--- src/rtl/rdma_rx_udp_decap.sv ---
// Ethernet II / IPv4 / UDP receive decapsulator: filters on dst MAC, dst IP and UDP port,
// realigns the UDP payload to word boundaries. Optional IPv4 header checksum check under RDMA_RX_IPCSUM_EN.
module rdma_rx_udp_decap #(
  parameter logic [47:0] LOCAL_MAC = 48'h000A35000001,
  parameter logic [31:0] LOCAL_IP  = 32'hC0A80102,
  parameter logic [15:0] UDP_PORT  = 16'd4791
) (
  input  logic        axis_clk,
  input  logic        axis_areset,
  input  logic [31:0] s_axis_eth_tdata,
  input  logic [3:0]  s_axis_eth_tkeep,
  input  logic        s_axis_eth_tvalid,
  output logic        s_axis_eth_tready,
  input  logic        s_axis_eth_tlast,
  output logic [31:0] m_axis_pl_tdata,
  output logic [3:0]  m_axis_pl_tkeep,
  output logic        m_axis_pl_tvalid,
  input  logic        m_axis_pl_tready,
  output logic        m_axis_pl_tlast,
  output logic        m_axis_pl_tuser,
  output logic [47:0] hdr_src_mac,
  output logic [31:0] hdr_src_ip,
  output logic [15:0] hdr_src_port,
  output logic [15:0] hdr_udp_len,
  output logic [15:0] frames_ok,
  output logic [15:0] frames_dropped
);

  localparam int unsigned BEAT_CNT_W = 4;
  localparam logic [BEAT_CNT_W-1:0] BEAT_DECIDE  = BEAT_CNT_W'(9);
  localparam logic [BEAT_CNT_W-1:0] BEAT_PL_FIRST = BEAT_CNT_W'(10);
  localparam logic [47:0] BCAST_MAC   = 48'hFFFF_FFFF_FFFF;
  localparam logic [15:0] ETYPE_IPV4  = 16'h0800;
  localparam logic [7:0]  IPV4_VIHL   = 8'h45;
  localparam logic [7:0]  IPPROTO_UDP = 8'h11;

  typedef enum logic [1:0] {
    ST_HDR,
    ST_PAYLOAD,
    ST_FLUSH,
    ST_DROP
  } state_t;

  state_t                state;
  logic [BEAT_CNT_W-1:0] beat_cnt;
  logic [47:0]           dst_mac;
  logic [47:0]           src_mac;
  logic [15:0]           ethertype;
  logic [7:0]            ver_ihl;
  logic [7:0]            ip_proto;
  logic [31:0]           src_ip;
  logic [31:0]           dst_ip;
  logic [15:0]           src_port;
  logic [15:0]           carry;
  logic [1:0]            last_keep_hi;
  logic                  first_beat;

  logic        in_fire;
  logic        out_free;
  logic        hdr_match;
  logic [15:0] cur_lo16;
  logic [15:0] cur_hi16;

  function automatic logic [15:0] sat_inc(input logic [15:0] c);
    return (c == 16'hFFFF) ? c : c + 16'd1;
  endfunction

  // Lane 0 is the first byte on the wire; header fields are big-endian.
  assign cur_lo16 = {s_axis_eth_tdata[7:0],   s_axis_eth_tdata[15:8]};
  assign cur_hi16 = {s_axis_eth_tdata[23:16], s_axis_eth_tdata[31:24]};

  assign out_free = !m_axis_pl_tvalid || m_axis_pl_tready;
  assign s_axis_eth_tready = !axis_areset &&
                             ((state == ST_HDR) || (state == ST_DROP) ||
                              ((state == ST_PAYLOAD) && out_free));
  assign in_fire = s_axis_eth_tvalid && s_axis_eth_tready;

`ifdef RDMA_RX_IPCSUM_EN
  logic [15:0] csum_acc;

  function automatic logic [15:0] ones_add(input logic [15:0] a, input logic [15:0] b);
    logic [16:0] s;
    s = {1'b0, a} + {1'b0, b};
    return s[15:0] + 16'(s[16]);
  endfunction

  always_ff @(posedge axis_clk or posedge axis_areset) begin
    if (axis_areset) begin
      csum_acc <= '0;
    end else if (in_fire && (state == ST_HDR)) begin
      case (beat_cnt)
        BEAT_CNT_W'(3): csum_acc <= ones_add(16'h0, cur_hi16);
        BEAT_CNT_W'(4), BEAT_CNT_W'(5), BEAT_CNT_W'(6), BEAT_CNT_W'(7):
          csum_acc <= ones_add(ones_add(csum_acc, cur_lo16), cur_hi16);
        BEAT_CNT_W'(8): csum_acc <= ones_add(csum_acc, cur_lo16);
        default: csum_acc <= csum_acc;
      endcase
    end
  end

  assign hdr_match = ((dst_mac == LOCAL_MAC) || (dst_mac == BCAST_MAC)) &&
                     (ethertype == ETYPE_IPV4) && (ver_ihl == IPV4_VIHL) &&
                     (ip_proto == IPPROTO_UDP) && (dst_ip == LOCAL_IP) &&
                     (cur_lo16 == UDP_PORT) && (csum_acc == 16'hFFFF);
`else
  assign hdr_match = ((dst_mac == LOCAL_MAC) || (dst_mac == BCAST_MAC)) &&
                     (ethertype == ETYPE_IPV4) && (ver_ihl == IPV4_VIHL) &&
                     (ip_proto == IPPROTO_UDP) && (dst_ip == LOCAL_IP) &&
                     (cur_lo16 == UDP_PORT);
`endif

  always_ff @(posedge axis_clk or posedge axis_areset) begin
    if (axis_areset) begin
      state            <= ST_HDR;
      beat_cnt         <= '0;
      dst_mac          <= '0;
      src_mac          <= '0;
      ethertype        <= '0;
      ver_ihl          <= '0;
      ip_proto         <= '0;
      src_ip           <= '0;
      dst_ip           <= '0;
      src_port         <= '0;
      carry            <= '0;
      last_keep_hi     <= '0;
      first_beat       <= 1'b0;
      m_axis_pl_tdata  <= '0;
      m_axis_pl_tkeep  <= '0;
      m_axis_pl_tvalid <= 1'b0;
      m_axis_pl_tlast  <= 1'b0;
      m_axis_pl_tuser  <= 1'b0;
      hdr_src_mac      <= '0;
      hdr_src_ip       <= '0;
      hdr_src_port     <= '0;
      hdr_udp_len      <= '0;
      frames_ok        <= '0;
      frames_dropped   <= '0;
    end else begin
      // A consumed output beat frees the slot; any load below takes priority.
      if (m_axis_pl_tvalid && m_axis_pl_tready) m_axis_pl_tvalid <= 1'b0;

      case (state)
        ST_HDR: begin
          if (in_fire) begin
            if (beat_cnt == BEAT_PL_FIRST) begin
              // Beat 10 holds the first two payload bytes in lanes 2-3.
              carry        <= s_axis_eth_tdata[31:16];
              beat_cnt     <= '0;
              first_beat   <= 1'b1;
              last_keep_hi <= s_axis_eth_tkeep[3:2];
              if (!s_axis_eth_tlast)          state <= ST_PAYLOAD;
              else if (s_axis_eth_tkeep[2])   state <= ST_FLUSH;
              else                            frames_dropped <= sat_inc(frames_dropped);
            end else if (beat_cnt == BEAT_DECIDE) begin
              beat_cnt <= '0;
              if (s_axis_eth_tlast) begin
                frames_dropped <= sat_inc(frames_dropped);
              end else if (!hdr_match) begin
                state <= ST_DROP;
              end else begin
                beat_cnt     <= BEAT_PL_FIRST;
                hdr_src_mac  <= src_mac;
                hdr_src_ip   <= src_ip;
                hdr_src_port <= src_port;
                hdr_udp_len  <= cur_hi16;
              end
            end else begin
              case (beat_cnt)
                BEAT_CNT_W'(0): dst_mac[47:16] <= {cur_lo16, cur_hi16};
                BEAT_CNT_W'(1): begin
                  dst_mac[15:0]  <= cur_lo16;
                  src_mac[47:32] <= cur_hi16;
                end
                BEAT_CNT_W'(2): src_mac[31:0] <= {cur_lo16, cur_hi16};
                BEAT_CNT_W'(3): begin
                  ethertype <= cur_lo16;
                  ver_ihl   <= s_axis_eth_tdata[23:16];
                end
                BEAT_CNT_W'(5): ip_proto <= s_axis_eth_tdata[31:24];
                BEAT_CNT_W'(6): src_ip[31:16] <= cur_hi16;
                BEAT_CNT_W'(7): begin
                  src_ip[15:0]  <= cur_lo16;
                  dst_ip[31:16] <= cur_hi16;
                end
                BEAT_CNT_W'(8): begin
                  dst_ip[15:0] <= cur_lo16;
                  src_port     <= cur_hi16;
                end
                default: ;
              endcase
              if (s_axis_eth_tlast) begin
                beat_cnt       <= '0;
                frames_dropped <= sat_inc(frames_dropped);
              end else begin
                beat_cnt <= beat_cnt + BEAT_CNT_W'(1);
              end
            end
          end
        end

        ST_PAYLOAD: begin
          if (in_fire) begin
            m_axis_pl_tdata  <= {s_axis_eth_tdata[15:0], carry};
            m_axis_pl_tvalid <= 1'b1;
            m_axis_pl_tuser  <= first_beat;
            first_beat       <= 1'b0;
            carry            <= s_axis_eth_tdata[31:16];
            last_keep_hi     <= s_axis_eth_tkeep[3:2];
            if (s_axis_eth_tlast && !s_axis_eth_tkeep[2]) begin
              m_axis_pl_tkeep <= {s_axis_eth_tkeep[1:0], 2'b11};
              m_axis_pl_tlast <= 1'b1;
              frames_ok       <= sat_inc(frames_ok);
              state           <= ST_HDR;
            end else begin
              m_axis_pl_tkeep <= 4'hF;
              m_axis_pl_tlast <= 1'b0;
              if (s_axis_eth_tlast) state <= ST_FLUSH;
            end
          end
        end

        ST_FLUSH: begin
          if (out_free) begin
            m_axis_pl_tdata  <= {16'h0, carry};
            m_axis_pl_tkeep  <= {2'b00, last_keep_hi};
            m_axis_pl_tvalid <= 1'b1;
            m_axis_pl_tlast  <= 1'b1;
            m_axis_pl_tuser  <= first_beat;
            first_beat       <= 1'b0;
            frames_ok        <= sat_inc(frames_ok);
            state            <= ST_HDR;
          end
        end

        ST_DROP: begin
          if (in_fire && s_axis_eth_tlast) begin
            frames_dropped <= sat_inc(frames_dropped);
            state          <= ST_HDR;
          end
        end

        default: state <= ST_HDR;
      endcase
    end
  end

endmodule

--- config.mk ---
export PLATFORM = sky130hd
export DESIGN_NAME = rdma_rx_udp_decap
export DESIGN_NICKNAME = d
export VERILOG_FILES = /design/src/rtl/rdma_rx_udp_decap.sv
export SDC_FILE = /design/constraint.sdc
export NUM_CORES = 1
export LEC_CHECK = 0
export ABC_AREA = 1
export CAP_MARGIN = 20
export CORE_MARGIN = 2
export CORE_UTILIZATION = 40
export CTS_CLUSTER_DIAMETER = 200
export DETAILED_ROUTE_END_ITERATION = 12
export GPL_TIMING_DRIVEN = 0
export SETUP_SLACK_MARGIN = 0.15
export SYNTH_ARGS = -nofsm -noshare
export SYNTH_HDL_FRONTEND = slang
export SYNTH_SLANG_ARGS = --single-unit
--- constraint.sdc ---
create_clock -name axis_clk -period 22.5 [get_ports axis_clk]
set_input_delay 2.25 -clock axis_clk [delete_from_list [all_inputs] [get_ports axis_clk]]
set_output_delay 2.25 -clock axis_clk [all_outputs]
set_load 0.01 [all_outputs]
==> results.cfg <==
[critical_path]
start_kind = input port
crit_fanout = 4
endpoint_kind = output pin
crit_type = in -> out
max_stage_delay_ps = 560
worstPathBufferInverterCount = 3
path_depth = 6
critPathRequiredTime_ps = 20250
crit_family = buffers and inverters
reg2reg_depth = 12
critPathSlowestCell = clkdlybuf4s50_1
cp_cell_sequence = clkdlybuf4s50_1 -> inv_1 -> nand2_1 -> nand2_1 -> a21oi_1 -> clkdlybuf4s50_1
worstPathArrival_ps = 3650

[clock_network]
clock_path_buffers = 3
clk_pin_slew_ps = 50
ctsRootBufferMaster = clkbuf_16
ctsResizeCount = 0
postCtsSetupBuffers = 0
clock_latency_ps = 570
hold_buffers = 0
cts_sinks = 416
cts_made_buffers = 47
cts_tree = built
htree_levels = 2

[sta]
fmax_ghz = 0.1694
finalCritPeriodShare_pct = 26.24
finalCriticalPeriod_ps = 5905
tightest_slew_ps = 781.0
drv_slew = 0
rsz0062_at_grt = false
tns_ps = 0
slew_headroom_pct = 47.70
setup_viol = 0
final_hold_viol_count = 0
skew_ps = 20.30

[cells_and_area]
layout-drive-gt1-share_pct = 7.040
multiInputGateArea_mm2 = 0.005862
ff_latch_area_mm2 = 0.01041
fin_area_mm2 = 0.02162
layout.nets = 2237
syn_to_final_growth_pct = 26.19
diodes = 0
fill_cells = 3917

[global_route]
grt_pass1_vias = 13680
grt_max_degree = 132
grt_remaining_overflow = 0
grt_usage_pct = 22.32
antenna_found_initial = 0
grt_pass1_wl_um = 77070

[power]
p_per_area_mw_per_mm2 = 106.7
peakVddDrop_mv = 0.05459
finalPower_mw = 2.308
leakagePower_nw = 10.33

[logic_synthesis]
synth.distinct_cells = 36
ys.warnings.count = 0
synth_seq_cells = 416
syn_area_per_cell_um2 = 8.972
synthesis.area_mm2 = 0.01714
seq_area_frac_synth_pct = 60.75
syn_inst = 1910
synthArstFlopShare_pct = 100.0
synth_edf_count = 0
synth_nets = 1962
ys.flop_type = dfrtp_1

[worst_hold_path]
hold_path.class = reg -> reg
whs_path_depth = 2

[placed_design]
io_buffer_count = 223
dp_hpwl_um = 33670
placed_cell_area_mm2 = 0.02013
globalplace.congestion = 0.8609

[die]
start_util_pct = 40.67
rows = 75
io_pins = 225
die_w_um = 211.0
die-area_mm2 = 0.04451
die_y_um = 211.0
core_area_mm2 = 0.04213

[drt]
dr_wl_met2_um = 22610
vias_per_cell = 5.019
wl_um = 48330
drc = 0
via_count = 13830
first_iter_violations = 984
firstDrtPassIters = 5
met1Wirelength_um = 21670
wl_met3_um = 2759
wire_per_inst_um = 17.54
routed.top_layer = met4
ant_nets = 0

[run_status]
status = completed

[run]
max_cap_violations = 0
## worst min-delay path, cell delays in order (launching register included)
cell,delay (ps)
dfrtp_1,340
nand2_1,50
nand2_1,40
## per-stage QoR
step | util [%] | setup WS, ps | hold WS, ps | instances
2_1_floorplan | - | 8636 | 447.8 | 1910
3_3_place_gp | 47.57 | 3690 | 455.3 | 2672
3_5_place_dp | 47.78 | 16600 | 457.3 | 2675
4_1_cts | 51.32 | 16590 | 471.6 | 2755
5_1_grt | 51.32 | 16460 | 492.7 | 2755
6_report | 51.32 | 16600 | 467.5 | 2755
## power by group
part           internal [mW]  switching, mW
clock network          0.444          0.300
registers              0.902          0.104
logic                  0.221          0.336
total                   1.57          0.740
## flip-flops by register name, indices dropped and copies added (netlist names), 32 cells and up
name,cells
dst_ip,32
dst_mac,48
hdr_src_ip,32
hdr_src_mac,48
m_axis_pl_tdata,32
src_ip,32
src_mac,48
## Yosys cell counts (2+ instances only)
cell | number | share of area, %
a21oi_1 | 2 | 0.058
a31oi_1 | 3 | 0.11
and2_1 | 2 | 0.073
buf_1 | 3 | 0.066
buf_2 | 54 | 1.6
buf_6 | 8 | 0.53
clkbuf_1 | 29 | 0.64
dfrtp_1 | 416 | 61
ha_1 | 11 | 0.80
inv_1 | 94 | 2.1
inv_2 | 4 | 0.088
nand2_1 | 688 | 15
nand2_2 | 4 | 0.15
nand3_1 | 145 | 4.2
nand3_2 | 2 | 0.12
nand3_4 | 4 | 0.41
nand4_1 | 11 | 0.40
nor2_1 | 108 | 2.4
nor3_1 | 13 | 0.38
o21ai_0 | 112 | 3.3
o21ai_1 | 140 | 4.1
o31ai_1 | 16 | 0.70
xnor2_1 | 17 | 0.87
xor2_1 | 12 | 0.61
## area by class of cell
| cell class | count | area share (%) |
|---|---|---|
| Buffer | 95 | 2.257 |
| Clock buffer | 70 | 6.394 |
| Clock inverter | 10 | 0.5034 |
| Inverter | 100 | 1.776 |
| Multi-Input combinational cell | 1299 | 27.11 |
| Sequential cell | 416 | 48.14 |
| Tap cell | 539 | 3.119 |
| Timing Repair Buffer | 226 | 10.70 |
## logic make-up (layout without fill, tap and decap cells)
| logic type | after synthesis | in the layout | share of synthesized area [%] |
|---|---|---|---|
| AOI/OAI and AO/OA | 277 | 277 | 8.419 |
| and+or+nand+nor | 982 | 982 | 23.50 |
| xor gates and xnor gates | 29 | 29 | 1.482 |
| adders and majority gates | 11 | 11 | 0.8031 |
| DFF | 416 | 416 | 60.75 |
| buffers and inverters | 195 | 501 | 5.045 |
## path summary, 6_finish.rpt
check | start | slack (ps) | endpoint
max | m_axis_pl_tready | 16600 | s_axis_eth_tready
min | hdr_src_mac[0] | 470 | hdr_src_mac[0]
max reg2reg | state[0] | 19600 | hdr_src_mac[12]
min reg2reg | hdr_src_mac[0] | 470 | hdr_src_mac[0]
max in group asynchronous | axis_areset | 18300 | src_mac[31]
min in group asynchronous | axis_areset | 2140 | frames_ok[10]
## layout by cell type, fill, tap and decap left out, drive strengths merged, types with 16 or more instances in the layout
cell type and instances:
nand2 693, dfrtp 416, o21ai 252, clkdlybuf4s50 223, nand3 151, nor2 109, inv 99, clkbuf 99
buf 69, xnor2 17, o31ai 16
## routing by layer
| layer | global-route usage, % | up-vias |
|---|---|---|
| li1 | - | 6715 |
| met1 | 30.58 | 6665 |
| met2 | 36.05 | 362 |
| met3 | 3.940 | 84 |
| met4 | 7.431 | 0 |
| met5 | 0 | - |
Note: power is estimated with default switching activity, not from simulation.
